===== config.mk =====
export PLATFORM = sky130hd
export DESIGN_NAME = reg_scoreboard
export DESIGN_NICKNAME = d
export VERILOG_FILES = /design/src/rtl/reg_scoreboard.sv
export SDC_FILE = /design/constraint.sdc
export NUM_CORES = 1
export LEC_CHECK = 0
export CAP_MARGIN = 20
export CORE_MARGIN = 4
export CORE_UTILIZATION = 55
export DETAILED_ROUTE_END_ITERATION = 10
export GPL_TIMING_DRIVEN = 0
export PLACE_DENSITY = 0.8
export SYNTH_ARGS = -nofsm -noshare
export SYNTH_HDL_FRONTEND = slang
export SYNTH_SLANG_ARGS = --single-unit

===== constraint.sdc =====
create_clock -name clk -period 8.7 [get_ports clk]
set_input_delay 1.74 -clock clk [delete_from_list [all_inputs] [get_ports clk]]
set_output_delay 1.74 -clock clk [all_outputs]
set_load 0.03 [all_outputs]

===== src/rtl/reg_scoreboard.sv =====
// reg_scoreboard: register write-pending scoreboard for an in-order issue stage.
//
// Each architectural register has a small saturating counter of issued but
// not yet retired writes. Decode is stalled on a read-after-write hazard on
// any used source, or when the destination counter is already full.
//
// Optional feature macro: SB_RETIRE_BYPASS_EN
//   When defined, a source whose counter is 1 and which is being retired in
//   the same cycle is not treated as a hazard.
//
// Ports:
//   clk            clock; all state updates on the rising edge
//   reset          synchronous active-high reset
//   flush          zero all counters at the next edge (err_underflow kept)
//   issue_valid    decode presents an instruction
//   issue_writes   instruction writes issue_dst
//   issue_dst      destination register
//   issue_src_0/1/2 source registers
//   issue_src_used bit i set = source i is read
//   retire_valid   writeback commits a result this cycle
//   retire_dst     register being written back
//   stall          decode must hold (combinational)
//   pending_mask   bit i set = register i has pending writes
//   idle           no pending writes anywhere
//   err_underflow  sticky: retire seen for a register with counter 0

`ifndef REG_COUNT
`define REG_COUNT 16
`endif
`ifndef REG_PTR_SIZE
`define REG_PTR_SIZE 4
`endif

module reg_scoreboard #(
    parameter int unsigned REG_COUNT    = `REG_COUNT,
    parameter int unsigned REG_PTR_SIZE = `REG_PTR_SIZE,
    parameter int unsigned CNT_SIZE     = 2
) (
    input  logic                    clk,
    input  logic                    reset,
    input  logic                    flush,
    input  logic                    issue_valid,
    input  logic                    issue_writes,
    input  logic [REG_PTR_SIZE-1:0] issue_dst,
    input  logic [REG_PTR_SIZE-1:0] issue_src_0,
    input  logic [REG_PTR_SIZE-1:0] issue_src_1,
    input  logic [REG_PTR_SIZE-1:0] issue_src_2,
    input  logic [2:0]              issue_src_used,
    input  logic                    retire_valid,
    input  logic [REG_PTR_SIZE-1:0] retire_dst,
    output logic                    stall,
    output logic [REG_COUNT-1:0]    pending_mask,
    output logic                    idle,
    output logic                    err_underflow
);

    localparam logic [CNT_SIZE-1:0] CNT_MAX = '1;
    localparam logic [CNT_SIZE-1:0] CNT_ONE = CNT_SIZE'(1);

    logic [CNT_SIZE-1:0] cnt_q [REG_COUNT];
    logic [CNT_SIZE-1:0] cnt_d [REG_COUNT];
    logic                err_q;
    logic                err_d;
    logic                stall_c;
    logic                accept;

    // Counter lookup; pointers with no matching register read as 0, which
    // makes out-of-range pointers non-hazards and never saturated.
    function automatic logic [CNT_SIZE-1:0] cnt_at(input logic [REG_PTR_SIZE-1:0] p);
        logic [CNT_SIZE-1:0] r;
        r = '0;
        for (int unsigned i = 0; i < REG_COUNT; i++) begin
            if (REG_PTR_SIZE'(i) == p) r = cnt_q[i];
        end
        return r;
    endfunction

    function automatic logic src_hazard(input logic used, input logic [REG_PTR_SIZE-1:0] src);
        logic [CNT_SIZE-1:0] c;
        logic                h;
        c = cnt_at(src);
        h = used && (c != '0);
`ifdef SB_RETIRE_BYPASS_EN
        // The last outstanding write lands this cycle, so the value is ready.
        if ((c == CNT_ONE) && retire_valid && (retire_dst == src)) h = 1'b0;
`endif
        return h;
    endfunction

    always_comb begin
        stall_c = 1'b0;
        if (issue_valid) begin
            stall_c = src_hazard(issue_src_used[0], issue_src_0)
                    | src_hazard(issue_src_used[1], issue_src_1)
                    | src_hazard(issue_src_used[2], issue_src_2)
                    | (issue_writes && (cnt_at(issue_dst) == CNT_MAX));
        end
        accept = issue_valid && !stall_c;
    end

    assign stall = stall_c;

    always_comb begin
        logic inc;
        logic ret;
        err_d = err_q;
        for (int unsigned i = 0; i < REG_COUNT; i++) begin
            cnt_d[i] = cnt_q[i];
            inc = accept && issue_writes && (issue_dst == REG_PTR_SIZE'(i));
            ret = retire_valid && (retire_dst == REG_PTR_SIZE'(i));
            if (ret && (cnt_q[i] == '0)) err_d = 1'b1;
            // Issue and retire on the same register cancel out.
            if (inc && !ret && (cnt_q[i] != CNT_MAX)) begin
                cnt_d[i] = cnt_q[i] + CNT_ONE;
            end else if (!inc && ret && (cnt_q[i] != '0)) begin
                cnt_d[i] = cnt_q[i] - CNT_ONE;
            end
        end
        // Flush drops all pending state and ignores this cycle's issue/retire,
        // including any underflow that retire would have flagged.
        if (flush) begin
            for (int unsigned i = 0; i < REG_COUNT; i++) cnt_d[i] = '0;
            err_d = err_q;
        end
    end

    always_ff @(posedge clk) begin
        if (reset) begin
            for (int unsigned i = 0; i < REG_COUNT; i++) cnt_q[i] <= '0;
            err_q <= 1'b0;
        end else begin
            for (int unsigned i = 0; i < REG_COUNT; i++) cnt_q[i] <= cnt_d[i];
            err_q <= err_d;
        end
    end

    always_comb begin
        pending_mask = '0;
        for (int unsigned i = 0; i < REG_COUNT; i++) begin
            pending_mask[i] = (cnt_q[i] != '0);
        end
    end

    assign idle          = (pending_mask == '0);
    assign err_underflow = err_q;

endmodule


==> results.md, run 1 <==
* Fin. Hold Viols at 0
* CP dominant cell by count: buf_2
* YS warnings at 0
* Placed cell count at between 600 and 700
* Status: finished clean
* Max-cap check violation count at 0
* CP Class: input pin to primary output
* Crit path max-delay family: buffers and inverters
* Crit start category: input pin
* Flop pwr share at a little under two fifths
* Initial core utilization at 56.20%
* Initial antenna violation count at 0
* Rows at 29
* Post-cts resize count at 0
* Worst-path fanout max at 10
* Full die area at between 7000 and 8000 µm²
* Setup TNS at 0 ps
* Post-CTS Repair Setup Buffers at 0
* Core ar. at between 6000 and 7000 µm²
* Leading area contributor after synthesis: dfxtp_1
* Post-Synthesis Cells at approximately 520
* Ports at 48
* CTS Buffer Depth at 2
* CP peak stage delay at between 600 and 700 ps
* Final WL at 14.02 mm
* Internal Power at 0.0002847 W
* Clock Latency Late Sink at 290 ps
* Clock power share at 37.5%
* WP data arrival at between 5000 and 6000 ps
* Max_slew headroom at 50.70%
* Leak at 1.409 nW
* Period utilization at between 80% and 90%
* Final net count at a little under 600
* Finished Core Util at 66.29%
* Average cell area after synthesis at around 6.9 µm²
* Synth Cell Area at 3548 µm²
* Worst path bufs/invs at 5
* Top-count cell post-synth: nor2_1
* Hold WC Path Type: flip-flop to flip-flop
* Remaining DRCs at 0
* Net Sw Frac at between 30% and 40%
* Share of the synthesized area in the top cell type at 18.62%
* Iteration-0 DRC Markers at 506
* Tot GR Track Use at 35.68%
* Combinational power share at 25.6%
* Crit end category: primary output
* Post-DP HPWL at about 10 mm
* Final Max Tran Viols at 0
* Synth unique cells at 66
* Final Wtd Congestion at between 1 and 1.5
* Max Fclk at 143.4 MHz
* Clk Tree Root Cell: clkbuf_8
* Post-synth top cells: nor2_1 (46), a21oi_1 (41), nand2_1 (38)
* Fraction of layout cells with a size suffix above 1 at about 8.3%
* Tmin final at 6976 ps
* Clk_skew at slightly above 7 ps
* Largest net degree at the start of global routing at 12
* Maximum VDD drop at around 0.07 mV
* Die height at 88.32 µm
* TritonCTS buffer count at 5
* Ys async rst share at 0%
* RSZ-0062 raised after global routing: no
* Worst-path cell chain: clkdlybuf4s50_1, buf_2, or3_1, o32a_1, o32a_1, o22ai_1, o221ai_1, o21ai_1, buf_2, buf_2, o31a_1, clkdlybuf4s50_1
* Vias in the first global route at 3957
* Power per cell area at between 90 and 100 nW/µm²
* Sinks on Clock Net at 33
* Register area share after synthesis at 18.62%
* Clock transition at path regs at about 70 ps
* Ys flop type: dfxtp_1
* Via density at approximately 7.0
* # hold bufs at CTS at 0
* I/O Buffers at between 40 and 50
* Diode count at 0
* DR vias at around 4500
* Synth area leaders: dfxtp_1 (19%), a21oi_1 (5.8%), nor2_1 (4.9%)
* Crit-path slowest cell: clkdlybuf4s50_1
* Setup-failing EPs final at 0
* P&R area growth vs syn at 17.95%
* H-Tree Depth at 2
* Non-filler instance count after layout at 644
* Synthesized Nets at ~550
* CTS tree: built
* Avg WL per Cell at about 22 µm
* Post-synthesis register bit count at 33
* Die width at ~88 µm
* DRT Pass-1 Iters at 5
* Antenna viol nets, final at 0
* First-pass GRT wire length at 21.19 mm
* GRT overflow at 0
* EDFF count, synth at 0
* Least-Margin Pin Slew at 733.8 ps
* Critical path required time at roughly 7000 ps
* P_sw at roughly 0.00013 W
[logic make-up after synthesis]
| kind of cell | Yosys count | synth area share, % |
|---|---|---|
| compound gates | 177 | 33.68 |
| xor+xnor | 5 | 1.234 |
| buf+inv | 76 | 9.168 |
| flops | 33 | 18.62 |
| mux | 17 | 5.783 |
| simple gates | 209 | 31.52 |
[layer usage]
metal / vias up / GRT usage [%] / share of wire (%)
met5: - / 0 / 0
met4: 0 / 14.70 / 4.4
met3: 59 / 3.166 / 11
met2: 342 / 57.58 / 44
met1: 2081 / 48.88 / 40
li1: 2049 / - / -
[power groups by stage]
stage	logic [W]	registers, W	clock network, W
2_1_floorplan	0.0000641	0.000157	0
3_3_place_gp	0.000101	0.000156	0
3_5_place_dp	0.000102	0.000156	0
4_1_cts	0.000102	0.000152	0.000152
5_1_grt	0.000112	0.000152	0.000158
6_report	0.000105	0.000152	0.000155
[worst reg2reg max path: stages (launching register included)]
cell and delay, ps:
dfxtp_1 460, mux2_4 330, a32o_1 200, a221o_1 360, a31oi_1 270, and3_1 200
nand3b_1 130, buf_6 190, buf_2 190, nor4_1 530, o21ai_0 190, and3_1 190
[per-stage QoR]
stage,setup slack [ps],instance area [µm²],total power [W],hold WS (ps)
final,1724,4185,0.0004122,480.7
after CTS,1769,4185,0.0004063,487.3
after global routing,1479,4185,0.0004230,513.8
after detailed placement,1798,4065,0.0002575,466.3
after floorplan,3109,3548,0.0002207,468.6
after global placement,1758,4065,0.0002568,456.7
[placed cells by master (no fill, tap or decap), drive strengths merged, types with 7 or more instances in the layout]
cell type | netlist | routed
nand4 | 8 | 8
o22ai | 7 | 7
a31oi | 10 | 10
nand3 | 11 | 11
buf | 21 | 21
inv | 32 | 32
o31a | 7 | 7
or3 | 11 | 11
clkdlybuf4s50 | 0 | 42
nand2b | 12 | 12
nor3 | 24 | 24
nor2b | 8 | 8
a21oi | 41 | 41
clkbuf | 23 | 29
mux2i | 10 | 10
o21ai | 34 | 34
o31ai | 8 | 8
dfxtp | 33 | 33
nand3b | 10 | 10
nor4 | 14 | 14
a211oi | 12 | 12
nand2 | 38 | 38
nor2 | 46 | 46
[flip-flops by register name (all words and copies together), names as in the netlist]
signal,flops
cnt_q,32
err_underflow,1
[path summary, 6_finish.rpt]
check	slack (ps)	cells past startpoint	startpoint	end
worst max register to register	5350	11	cnt_q[0][5]$_SDFFE_PP0P_	cnt_q[1][0]$_SDFFE_PP0P_
worst max-delay path	1720	12	issue_src_1[2]	stall
worst min-delay path	480	2	err_underflow$_SDFFE_PP0P_	err_underflow$_SDFFE_PP0P_
worst min register to register	480	2	err_underflow$_SDFFE_PP0P_	err_underflow$_SDFFE_PP0P_
[layout make-up]
| cell class | instances | area (µm²) |
|---|---|---|
| fill | 586 | 2128 |
| buffer | 44 | 205.2 |
| sequential | 33 | 660.6 |
| timing repair buffer | 42 | 420.4 |
| tap | 77 | 96.34 |
| clock inverter | 2 | 37.54 |
| clock buffer | 6 | 82.58 |
| inverter | 32 | 120.1 |
| multi-input combinational | 408 | 2562 |
(Power assumes the default switching activity.)
==> inputs of run 2 (changes only) <==
CORE_UTILIZATION = 51   (was 55)
PLACE_DENSITY = 0.78   (was 0.8)
clock period = 5.95 ns   (was 8.7 ns; I/O delays follow)
==> run 2 against run 1 <==
  * Count of clock-buffer cells in the layout up 1
  * Core utilization is 4.3 points lower
  * Power is 46% higher
  * Wire length fell by 0.60%
  * First-iteration DRC count is 5.5% higher
  * Combinational power is 47% higher
  * Die area up 7.1%
==> results.md, run 2 (synthesis gave the netlist of run 1 again) <==
* Power per cell area at 143.1 nW/µm² (+45%)
* Final net count at 595 (unchanged)
* Most common cell after layout, fill and taps aside: nor2_1
* H-Tree Depth at 2 (unchanged)
* Iteration-0 DRC Markers at 534 (+5.5%)
* Leak at 1.416 nW (+0.49%)
* Post-Place Worst Slack at 104.6 ps (-1693 ps)
* Tmin final at between 5000 and 6000 ps
* Largest Register: cnt_q
* Critical path required time at 4760 ps (-2200 ps)
* Crit start category: input pin
* Via density at 6.709 (-4.6%)
* Clock power share at 37.5% (about the same)
* Tot GR Track Use at 32.98% (-2.7 points)
* CP Class: input pin to primary output
* Net Sw Frac at 30.74% (-0.19 points)
* Die height at 91.41 µm (+3.5%)
* Period utilization at 97.62%
* Max-cap check violation count at 0 (unchanged)
* Least-Margin Pin Slew at 900.1 ps (+166.2 ps)
* Clock Latency Late Sink at 290 ps (about the same)
* Fraction of layout cells with a size suffix above 1 at 8.466% (+0.18 points)
* Setup-failing EPs final at 0 (unchanged)
* WP data arrival at 4620 ps (-620 ps)
* CTS Buffer Depth at 2 (unchanged)
* DR vias at 4448 (-1.8%)
* Antenna viol nets, final at 0 (unchanged)
* Post-CTS Repair Setup Buffers at 0 (unchanged)
* Full die area at 8356 µm² (+7.1%)
* Die width at 91.41 µm (+3.5%)
* Core ar. at 6794 µm² (+7.6%)
* Final Wtd Congestion at 0.9922 (-1.8%)
* Final Max Tran Viols at 0 (unchanged)
* TritonCTS buffer count at 5 (unchanged)
* Finished Core Util at 62.01% (-4.3 points)
* Clock transition at path regs at 70 ps (about the same)
* RSZ-0062 raised after global routing: no
* Remaining DRCs at 0 (unchanged)
* FILL cells at 671 (+15%)
* Max_slew headroom at 39.54% (-11 points)
* I/O Buffers at 42 (unchanged)
* Max reg flops at 32 (unchanged)
* Avg WL per Cell at 21.01 µm (-3.4%)
* Clk Tree Root Cell: clkbuf_8
* Hold WC Path Type: flip-flop to flip-flop
* Design Power at 0.0006030 W (+46%)
* Fin Hold WS at 488.2 ps (+7.437 ps)
* P_sw at 0.0001854 W (+45%)
* Vias in the first global route at 4051 (+2.4%)
* Maximum VDD drop at 0.09159 mV (+32%)
* Ports at 48 (unchanged)
* DRT Pass-1 Iters at 5 (unchanged)
* Crit end category: primary output
* Initial core utilization at 52.23% (-4.0 points)
* Combinational power share at 25.6% (about the same)
* Final WS setup at 141.9 ps (-1582 ps)
* Diode count at 0 (unchanged)
* Status: finished clean
* Initial antenna violation count at 0 (unchanged)
* Max Fclk at approximately 170 MHz
* Post-DP HPWL at 10.32 mm (-0.68%)
* Rows at 30 (+3.4%)
* CTS tree: built
* P&R area growth vs syn at 18.72%
* Largest net degree at the start of global routing at 11 (-1)
* Setup TNS at 0 ps (unchanged)
* Fin. Hold Viols at 0 (unchanged)
* GRT overflow at 0 (unchanged)
* Worst-path fanout max at 10 (unchanged)
* First-pass GRT wire length at 21.80 mm (+2.9%)
* Final WL at 13.93 mm (-0.60%)
* Most frequent cells in the layout: nor2_1 (46), clkdlybuf4s50_1 (42), a21oi_1 (41)
* Flop pwr share at 37.0% (about the same)
* Internal Power at 0.0004177 W (+47%)
* Clk_skew at 3.898 ps (-3.335 ps)
* Sinks on Clock Net at 33 (unchanged)
run 2: cell count changes in the layout (fill, tap and decap cells not counted), sizes merged:
cell and delta:
clkbuf +3, clkinvlp -1, buf -2
run 2: power by group through the flow:
| stage | clock network [W] | registers, W | logic, W |
|---|---|---|---|
| 6_report | 0.000226 | 0.000223 | 0.000154 |
| 5_1_grt | 0.000237 | 0.000223 | 0.000165 |
| 4_1_cts | 0.000227 | 0.000223 | 0.000150 |
| 3_5_place_dp | 0 | 0.000228 | 0.000149 |
| 3_3_place_gp | 0 | 0.000228 | 0.000148 |
| 2_1_floorplan | 0 | 0.000229 | 0.0000937 |
run 2: cell type report:
type | instances | area (µm²) | area share [%]
clock buffers | 7 | 86.33 | 2.049
inverters | 32 | 120.1 | 2.851
flip-flops and latches | 33 | 660.6 | 15.68
repair buffers | 42 | 420.4 | 9.979
clock inverters | 1 | 30.03 | 0.7128
multi-input cells | 408 | 2562 | 60.83
plain buffers | 44 | 212.7 | 5.049
well taps | 96 | 120.1 | 2.851
run 2: final timing paths:
path / from / end / slack (ps) / cells after the start
max: issue_src_1[2] / stall / 140 / 12
min: err_underflow$_SDFFE_PP0P_ / err_underflow$_SDFFE_PP0P_ / 490 / 2
max reg2reg: cnt_q[1][5]$_SDFFE_PP0P_ / cnt_q[1][8]$_SDFFE_PP0P_ / 2590 / 12
min reg2reg: err_underflow$_SDFFE_PP0P_ / err_underflow$_SDFFE_PP0P_ / 490 / 2
run 2: worst max-delay path, cell delays in order:
cell and delay (ps):
clkdlybuf4s50_1 410, buf_2 180, or3_1 340, o32a_1 180
o32a_1 350, o22ai_1 170, o221ai_1 180, o21ai_1 220
clkbuf_4 300, clkbuf_4 270, o31a_1 150, clkdlybuf4s50_1 660
run 2: metal layers:
layer / up-vias / track usage [%] / part of all wire [%]
met3: 59 / 7.539 / 11
li1: 2050 / - / -
met4: 0 / 16.71 / 5.7
met5: - / 0 / 0
met2: 279 / 50.40 / 43
met1: 2060 / 43.14 / 40
run 2: repair_timing:
action | 4_1_cts | 5_1_grt
hold buffers | 0 | 0
gates resized for setup | 0 | 6
setup endpoints to repair | 0 | 1
run 2: per-stage QoR:
| step | instances | area, µm² |
|---|---|---|
| 3_3_place_gp | 655 | 4089 |
| 2_1_floorplan | 517 | 3548 |
| 6_report | 663 | 4213 |
| 4_1_cts | 663 | 4205 |
| 5_1_grt | 663 | 4213 |
| 3_5_place_dp | 655 | 4089 |
